`src/rtl/matmul_ctrl.sv`:
```
// Sequencer for a small systolic matrix-multiply engine.
// The sequence is: clear the accumulators, feed K operand slices, and wait
// out the array skew. It then writes N result rows to the chosen scratchpad
// target, honouring backpressure, and finally pulses done.
module matmul_ctrl #(
  parameter  int unsigned BUS_WIDTH   = 64,
  parameter  int unsigned DATA_WIDTH  = 32,
  parameter  int unsigned MAX_DIM     = BUS_WIDTH / DATA_WIDTH,
  parameter  int unsigned SP_NTARGETS = 4,
  localparam int unsigned DIMW        = $clog2(MAX_DIM),
  localparam int unsigned CNTW        = $clog2(2 * MAX_DIM),
  localparam int unsigned TGTW        = $clog2(SP_NTARGETS)
) (
  input  logic            clk_i,
  input  logic            rst_ni,
  input  logic            start_i,
  input  logic [DIMW-1:0] dim_n_i,
  input  logic [DIMW-1:0] dim_k_i,
  input  logic [DIMW-1:0] dim_m_i,
  input  logic [TGTW-1:0] sp_tgt_i,
  input  logic            wr_ready_i,
  output logic            busy_o,
  output logic            done_o,
  output logic            clr_o,
  output logic            feed_en_o,
  output logic [DIMW-1:0] feed_k_o,
  output logic            wr_en_o,
  output logic [DIMW-1:0] wr_row_o,
  output logic [TGTW-1:0] wr_tgt_o
);

  typedef enum logic [2:0] {
    S_IDLE,
    S_CLEAR,
    S_FEED,
    S_DRAIN,
    S_WB,
    S_DONE
  } state_e;

  state_e          state_q, state_d;
  logic [CNTW-1:0] cnt_q, cnt_d;
  logic [DIMW-1:0] dim_n_q, dim_n_d;
  logic [DIMW-1:0] dim_k_q, dim_k_d;
  logic [DIMW-1:0] dim_m_q, dim_m_d;
  logic [TGTW-1:0] tgt_q, tgt_d;

  // The last drain cycle is reached after N+M-1 cycles, so the counter
  // stops at (N-1)+(M-1). That value fits CNTW bits for any MAX_DIM.
  logic [CNTW-1:0] drain_last;
  assign drain_last = CNTW'(dim_n_q) + CNTW'(dim_m_q);

  // State, phase counter and operation descriptor registers.
  always_ff @(posedge clk_i) begin
    if (!rst_ni) begin
      state_q <= S_IDLE;
      cnt_q   <= '0;
      dim_n_q <= '0;
      dim_k_q <= '0;
      dim_m_q <= '0;
      tgt_q   <= '0;
    end else begin
      state_q <= state_d;
      cnt_q   <= cnt_d;
      dim_n_q <= dim_n_d;
      dim_k_q <= dim_k_d;
      dim_m_q <= dim_m_d;
      tgt_q   <= tgt_d;
    end
  end

  // Next-state logic. The counter restarts at 0 on every state change.
  // Dims and target only load in IDLE, so they stay frozen while busy.
  always_comb begin
    state_d = state_q;
    cnt_d   = cnt_q;
    dim_n_d = dim_n_q;
    dim_k_d = dim_k_q;
    dim_m_d = dim_m_q;
    tgt_d   = tgt_q;
    case (state_q)
      S_IDLE: begin
        cnt_d = '0;
        if (start_i) begin
          state_d = S_CLEAR;
          dim_n_d = dim_n_i;
          dim_k_d = dim_k_i;
          dim_m_d = dim_m_i;
          tgt_d   = sp_tgt_i;
        end
      end
      S_CLEAR: begin
        state_d = S_FEED;
        cnt_d   = '0;
      end
      S_FEED: begin
        if (cnt_q == CNTW'(dim_k_q)) begin
          state_d = S_DRAIN;
          cnt_d   = '0;
        end else begin
          cnt_d = cnt_q + 1'b1;
        end
      end
      S_DRAIN: begin
        if (cnt_q == drain_last) begin
          state_d = S_WB;
          cnt_d   = '0;
        end else begin
          cnt_d = cnt_q + 1'b1;
        end
      end
      S_WB: begin
        if (wr_ready_i) begin
          if (cnt_q == CNTW'(dim_n_q)) begin
            state_d = S_DONE;
            cnt_d   = '0;
          end else begin
            cnt_d = cnt_q + 1'b1;
          end
        end
      end
      S_DONE: begin
        state_d = S_IDLE;
        cnt_d   = '0;
      end
      default: begin
        state_d = S_IDLE;
        cnt_d   = '0;
      end
    endcase
  end

  // Outputs are decoded purely from registered state, counter and target.
  always_comb begin
    busy_o    = (state_q == S_CLEAR) || (state_q == S_FEED) ||
                (state_q == S_DRAIN) || (state_q == S_WB);
    done_o    = (state_q == S_DONE);
    clr_o     = (state_q == S_CLEAR);
    feed_en_o = (state_q == S_FEED);
    wr_en_o   = (state_q == S_WB);
    feed_k_o  = feed_en_o ? cnt_q[DIMW-1:0] : '0;
    wr_row_o  = wr_en_o ? cnt_q[DIMW-1:0] : '0;
    wr_tgt_o  = (busy_o || done_o) ? tgt_q : '0;
  end

endmodule

```
`config.mk`:
```
export PLATFORM = sky130hd
export DESIGN_NAME = matmul_ctrl
export DESIGN_NICKNAME = d
export VERILOG_FILES = /design/src/rtl/matmul_ctrl.sv
export SDC_FILE = /design/constraint.sdc
export NUM_CORES = 1
export LEC_CHECK = 0
export ABC_AREA = 1
export ABC_CLOCK_PERIOD_IN_PS = 1700
export BUFFER_PORTS_ARGS = -buffer_cell sky130_fd_sc_hd__clkbuf_2
export CAP_MARGIN = 20
export CELL_PAD_IN_SITES_DETAIL_PLACEMENT = 0
export CELL_PAD_IN_SITES_GLOBAL_PLACEMENT = 1
export CORE_MARGIN = 2
export CORE_UTILIZATION = 34
export DETAILED_ROUTE_END_ITERATION = 10
export GPL_TIMING_DRIVEN = 0
export MAX_ROUTING_LAYER = met4
export PLACE_DENSITY_LB_ADDON = 0.1
export SYNTH_ARGS = -nofsm -noshare
export SYNTH_HDL_FRONTEND = slang
export SYNTH_SLANG_ARGS = --single-unit
```
`constraint.sdc`:
```
create_clock -name clk_i -period 1.7 [get_ports clk_i]
set_clock_uncertainty 0.05 [all_clocks]
set_input_delay 0.17 -clock clk_i [delete_from_list [all_inputs] [get_ports clk_i]]
set_output_delay 0.17 -clock clk_i [all_outputs]
set_load 0.05 [all_outputs]
```
* After elaboration in Yosys (flattened, before gate mapping)
Index checks and enable logic that the tools add are counted.
Widths: inputs -> output; s select.
** Word-level totals
- Input bits :: 9
- Flip-flop bits (word level) :: 10
- Output and inout bits :: 9
- Word-level logic and storage cells :: 42
** Operators by class
- Equality and inequality tests :: 13
- Mux-type cells :: 14
- Reductions and logical operators :: 7
- $add $sub $neg :: 2
** Operators by type and width (number)
- $mux 3 :: 5
- $pmux 3 s5 :: 1
- $mux 2 :: 5
- $eq 3x2->1 const B :: 2
- $eq 3x3->1 const B :: 2
- $ne 2x2->1 const B :: 3
- $pmux 2 s3 :: 1
- $reduce_and 5->1 :: 1
- $eq 2x1->1 :: 2
- $logic_or 1x1->1 :: 4
- $ne 2x1->1 const B :: 2
- $eq 3x1->1 const B :: 1
- $logic_not 3->1 :: 1
- $add 1x1->2 :: 1
- $add 2x1->2 const B :: 1
- $eq 2x2->1 :: 1
- $mux 1 :: 2
- $reduce_and 2->1 :: 1

* Logic depth before layout (Yosys ltp)
Gate-level depths: netlist of the first run.
- Word-level depth :: 6
- Gate-level depth with buffers :: 11
- Depth with buffers taken out :: 11

* Worst setup path before layout of the first run
Ideal clock, no wire load.
- Path kind :: reg2out
- Start :: register state_q[1]
- End :: output feed_k_o
- Path slack :: -255 ps
- Cell stages (with the launch flop) :: 5
- Required time :: 1480 ps
- Buffers on the path :: 0
- Data arrival time :: 1735 ps
- Path through :: dfxtp_1 -> inv_2 -> nor3_4 -> inv_1 -> nor2_1
** On the way
- Cells in the longest elaborated chain, start to end :: 2
** RTL lines
- start, declared :: line 41 : state_e state_q, state_d;
- start signal, assigned :: line 63 : state_q <= state_d;
- $eq 3x2->1 :: line 139 : feed_en_o = (state_q == S_FEED);
- via feed_en_o :: line 25 : output logic feed_en_o,
- $mux 1 :: line 141 : feed_k_o = feed_en_o ? cnt_q[DIMW-1:0] : '0;
- end, declared :: line 26 : output logic [DIMW-1:0] feed_k_o,
The timed path passes the listed nets, and every way through them passes these cells.

* Worst setup path after layout of the first run
- Start :: register state_q[0]
- End :: output wr_tgt_o[0]
** On the way
- Cells in the longest elaborated chain, start to end :: 6
- Elaborated cells between the ends (all ways) :: 10
- Classes of those cells :: 5 x eq/ne; 1 x mux; 4 x reduce/logical
** RTL lines
- $eq 3x1->1 or $eq 3x2->1 (tied branches) :: line 135 : busy_o = (state_q == S_CLEAR) || (state_q == S_FEED) ||
- $logic_or 1x1->1 (2 in series) :: line 135
- $logic_or 1x1->1 :: line 136 : (state_q == S_DRAIN) || (state_q == S_WB);
- $logic_or 1x1->1 * :: line 143 : wr_tgt_o = (busy_o || done_o) ? tgt_q : '0;
- $mux 2 * :: line 143
- end, declared :: line 29 : output logic [TGTW-1:0] wr_tgt_o
Mark *: on every way between the ends. The rest lies on a longest branch, timed or not.

==> results of run 1 <==
[area by class of cell]
type	count	area share, %
repair buffers	20	16.2
well taps	25	3.48
inverters	20	10.4
plain buffers	1	0.836
flip-flops and latches	10	23.3
clock buffers	3	2.51
multi-input cells	67	43.3
[final timing paths]
check                   from          end  slack [ns]
setup / recovery  state_q[0]  wr_tgt_o[0]       -0.07
hold reg to reg     tgt_q[0]     tgt_q[0]        0.40
setup reg to reg     dim_n_q     cnt_q[0]        0.23
hold / removal        rst_ni   state_q[1]        0.13
[critical path: cells and delay by family (launching register included)]
family,cells,cell delay [ns]
flops,1,0.40
buf+inv,3,0.30
compound gates,1,0.09
simple gates,5,0.50
[routing by layer]
| metal | part of all wire [%] | routed length, um | global-route usage, % |
|---|---|---|---|
| met1 | 50 | 749 | 20.7 |
| met2 | 44 | 652 | 23.8 |
| met3 | 4.7 | 70 | 3.40 |
| met4 | 0.81 | 12 | 8.11 |
| met5 | 0 | 0 | - |
[sequential cells by signal (all words and copies together) (netlist names)]
register  cells
cnt_q         2
dim_n_q       1
state_q       3
tgt_q         2
dim_m_q       1
dim_k_q       1
[synth_stat cells (all sizes together)]
master,n,area (sq um)
nand4,1,6.26
nor2,9,48.8
dfxtp,10,200
o21ai,8,43.8
or2,1,8.76
ha,1,12.5
a21oi,8,40.0
nand3,5,30.0
a31oi,1,6.26
nor3,4,36.3
nand3b,2,15.0
clkinv,1,5.00
nand2,26,100
inv,19,76.3
xor2,1,8.76
buf,1,7.51
[stage by stage]
stage	setup TNS, ns	utilization [%]	setup slack, ns
final	-0.145	50.9	-0.0737
after global routing	-0.296	50.9	-0.147
after CTS	-0.158	50.1	-0.0805
after detailed placement	-0.00918	44.5	-0.00762
after global placement	0	44.5	0.00697
after floorplan	-0.0928	-	-0.0282
[power by group through the flow]
stage / Combinational [mW] / Sequential [mW] / Clock (mW)
after detailed placement: 1.04 / 0.430 / 0
final: 1.22 / 0.443 / 0.160
after floorplan: 0.851 / 0.412 / 0
after global placement: 1.03 / 0.424 / 0
after global routing: 1.35 / 0.456 / 0.181
after CTS: 1.19 / 0.444 / 0.166
[logic make-up (layout without fill, tap and decap cells)]
group	after synthesis	after routing	share of synthesized area, %
and+or+nand+nor	48	48	38.0
adders and majority gates	1	1	1.94
AOI/OAI and AO/OA	17	17	14.0
DFF	10	10	31.0
buffers and inverters	21	44	13.8
xor gates and xnor gates	1	1	1.36
[timing repair]
| action | in CTS | in global routing |
|---|---|---|
| hold endpoints to repair | 0 | 0 |
| hold buffers | 0 | 0 |
| setup buffers | 3 | 1 |
| gates resized for setup | 14 | 3 |
| endpoints found under the setup margin | 3 | 5 |
| pin swaps | 2 | 1 |
==> flow_summary.toml, run 1 <==
[clocking]
htreeDepth = 1
cts_buffer_depth = 2
cts_num_sinks = 10
clk_latency_ns = 0.26
cts.clk_slew.worst_paths_ns = 0.06
cts_buffers = 3
cts_tree = "built"
root_buffer = "clkbuf_4"

[finish]
drive_above_1_share_pct = 41.3
area_delta_synth_final_pct = 39.1
seq_area_sq_um = 209
n_fill_cell = 199
multi_input_area_sq_um = 389
final_nets = 133
instances_no_fill = 146
diodes = 0
finalInstanceArea_sq_um = 898
final_common_cell = "nand2_1"
layout_common_cells = "23 x nand2_1, 12 x inv_1, 12 x clkbuf_2, 8 x a21oi_1"

[pwr]
leakagePower_nw = 0.419
pwr-share-comb_pct = 66.9
p_per_area_nw_per_um2 = 2030
seqPwrFrac_pct = 24.3
vdd_ir_drop_max_v = 0.000905
p_clk_share_pct = 8.8
p_int_mw = 0.845
switching_power_mw = 0.975
total_power_mw = 1.82
swShare_pct = 53.6

[route]
num_vias = 651
routed_wl_mm = 1.49
dr.first_iter.drc_count = 8
firstDrtPassIters = 4
ant_nets = 0
drc = 0
wire_per_inst_um = 10.2
via_per_inst = 4.46

[worst_setup_path]
cp-start-kind = "flop"
crit_slowest_cell = "dfxtp_4"
reg2reg_depth = 9
worstPathCellList = "nor2_4 > clkinv_2 > nor2_4 > or2_4 > nor2_4 > o21ai_2 > nand2_2 > clkinvlp_4 > clkbuf_8"
crit_arrival_ns = 1.55
end_kind = "output pin"
path_common_cell = "nor2_4"
cp_max_fo = 4
slowest_delay_ns = 0.40
critical_path_required_ns = 1.48
path_class = "flop to output pin"

[sta]
rsz0062_at_grt = "yes"
setup_ws_ns = -0.0737
fmax_mhz = 564
tightestPinTransition_ns = 0.279
fin_crit_ns = 1.77
drv_slew = 0
whs_ns = 0.129
setup_viol = 2
period_share_pct = 104
relSlewSlack_pct = 81.5
final_hold_viol_count = 0

[floorplanning]
die_w_um = 47.6
io_pins = 18
fp.coreArea_sq_um = 1760
start_util_pct = 36.6
die_area_sq_um = 2260
die_h_um = 47.6
fp-row-count = 15

[run_status]
violations = "negative setup slack"
status = "finished with violations"

[placement]
io_buffers = 16
gp_congestion = 0.713
detailed_place.area_sq_um = 785
dp.cells = 139
dp_hpwl_mm = 1.17

[yosys]
synth_seq_area_share_pct = 31.0
synth_area_sq_um = 646
synth-seq-cells = 10
synth.avg_cell_area_sq_um = 6.59
synth_fp_nets = 108
synth_warnings = 0
yosysUniqueCellTypes = 25
syn_inst = 98

[job]
cap_violations = 0

[global_route]
antenna_found_initial = 0
grt_pass1_wl_mm = 2.39
grt_pass1_vias = 571
grt_overflow = 0
grt_max_degree = 11
grt_util_all_layers_pct = 16.1

[min_path]
whs_path_depth = 3
hp-class = "primary input to flop"
(Power assumes the default switching activity.)
==> inputs of run 2 (changes only) <==
CORE_ASPECT_RATIO = 1.1   (was default)
==> flow_summary.toml, run 2 (synthesis gave the netlist of run 1 again) <==
[placement]
dp_hpwl_mm = 1.06
dp.cells = 132
io_buffers = 16
gp_congestion = 0.754

[sta]
fmax_mhz = 560
setup_ws_ns = -0.0854
rsz0062_at_grt = "yes"
drv_slew = 0
final_hold_viol_count = 0
fin_crit_ns = 1.79
setup_viol = 2
period_share_pct = 105
relSlewSlack_pct = 81.5
whs_ns = 0.131
tightestPinTransition_ns = 0.279

[min_path]
hp-class = "primary input to flop"

[floorplanning]
io_pins = 18
start_util_pct = 36.2
die_area_sq_um = 2260
die_w_um = 45.6
fp-row-count = 16
die_h_um = 49.7
fp.coreArea_sq_um = 1780

[finish]
drive_above_1_share_pct = 43.7
top_register = "state_q"
final_common_cell = "nand2_1"
layout_common_cells = "23 x nand2_1, 12 x inv_1, 11 x buf_4, 11 x clkbuf_2, 8 x a21oi_1"
seq_area_sq_um = 211
reg.largest.list = "state_q: 3 flops, cnt_q: 2 flops, tgt_q: 2 flops"
final_nets = 138
fin_util_pct = 52.5
instances_no_fill = 144
diodes = 0
n_fill_cell = 188
largest_register_ff_count = 3
multi_input_area_sq_um = 392
area_delta_synth_final_pct = 45.0

[global_route]
grt_pass1_wl_mm = 2.35
met3_usage_pct = 2.20
antenna_found_initial = 0
busiest_layer = "met2"
grt_util_all_layers_pct = 14.8
grt_pass1_vias = 569
use_met2_pct = 22.3
use_met1_pct = 18.7
grt_max_degree = 11
grt_overflow = 0

[worst_setup_path]
cp_max_fo = 4
end_kind = "output pin"
critical_path_required_ns = 1.48
crit_arrival_ns = 1.57
path_class = "flop to output pin"
cp-start-kind = "flop"

[clocking]
clk_latency_ns = 0.25
cts.clk_slew.worst_paths_ns = 0.06
cts_buffer_depth = 2
htreeDepth = 1
cts_tree = "built"
cts_hold_buf = 0
cts_num_sinks = 10
cts_buffers = 3
root_buffer = "clkbuf_4"

[job]
cap_violations = 0

[pwr]
p_per_area_nw_per_um2 = 2050
leakagePower_nw = 0.447
total_power_mw = 1.92
vdd_ir_drop_max_v = 0.000785

[route]
wire_per_inst_um = 9.80
dr.first_iter.drc_count = 9
via_per_inst = 4.58
firstDrtPassIters = 4
routed_wl_mm = 1.41
num_vias = 660
ant_nets = 0
drc = 0

[run_status]
violations = "negative setup slack"
status = "finished with violations"
-- run 2: cell count changes in the layout (fill, tap and decap cells not counted), sizes merged --
cell,delta
inv,+1
clkbuf,-3
buf,+8
clkinv,-1
-- run 2: layout make-up --
cell class / count / share of cell area, %
inverters: 20 / 10.4
plain buffers: 1 / 0.802
flip-flops and latches: 10 / 22.6
clock buffers: 3 / 2.41
well taps: 18 / 2.41
multi-input cells: 67 / 41.8
repair buffers: 25 / 19.5
-- run 2: final timing paths --
| kind | depth (start not counted) | end | slack, ns | startpoint |
|---|---|---|---|---|
| max | 9 | wr_tgt_o[1] | -0.09 | state_q[0] |
| min reg2reg | 2 | dim_m_q | 0.40 | dim_m_q |
| min | 3 | state_q[1] | 0.13 | rst_ni |
| max reg2reg | 11 | state_q[0] | 0.22 | dim_n_q |
-- run 2: layer usage --
layer  vias up  routed length (um)
met2        18                 671
li1        367                   -
met5         -                   0
met3         2                  70
met4         0                  14
met1       273                 654
-- run 2: per-stage QoR --
step	instance area [sq um]	setup TNS (ns)	setup WS, ns
2_1_floorplan	673	-0.0928	-0.0282
3_3_place_gp	776	0	0.00342
3_5_place_dp	776	0	0.00590
4_1_cts	886	-0.188	-0.0981
5_1_grt	936	-0.308	-0.172
6_report	936	-0.123	-0.0854
-- run 2: where the power goes --
group	switching, mW	total [mW]	internal [mW]
Combinational	0.822	1.33	0.513
Sequential	0.101	0.436	0.335
Clock	0.0704	0.152	0.0812
Total	0.993	1.92	0.929
-- run 2: timing repair --
action	in CTS	in global routing
pin swaps	4	2
setup endpoints to repair	3	4
setup buffers	5	4
gates cloned	0	0
gates resized for setup	14	10
-- run 2: worst max-delay path: stages, from the launching register on --
cell	delay, ns
dfxtp_4	0.38
nor2_4	0.05
inv_4	0.06
nor2_4	0.03
or2_4	0.24
nor2_4	0.12
o21ai_4	0.08
nand2_2	0.09
clkinvlp_4	0.09
clkbuf_16	0.17
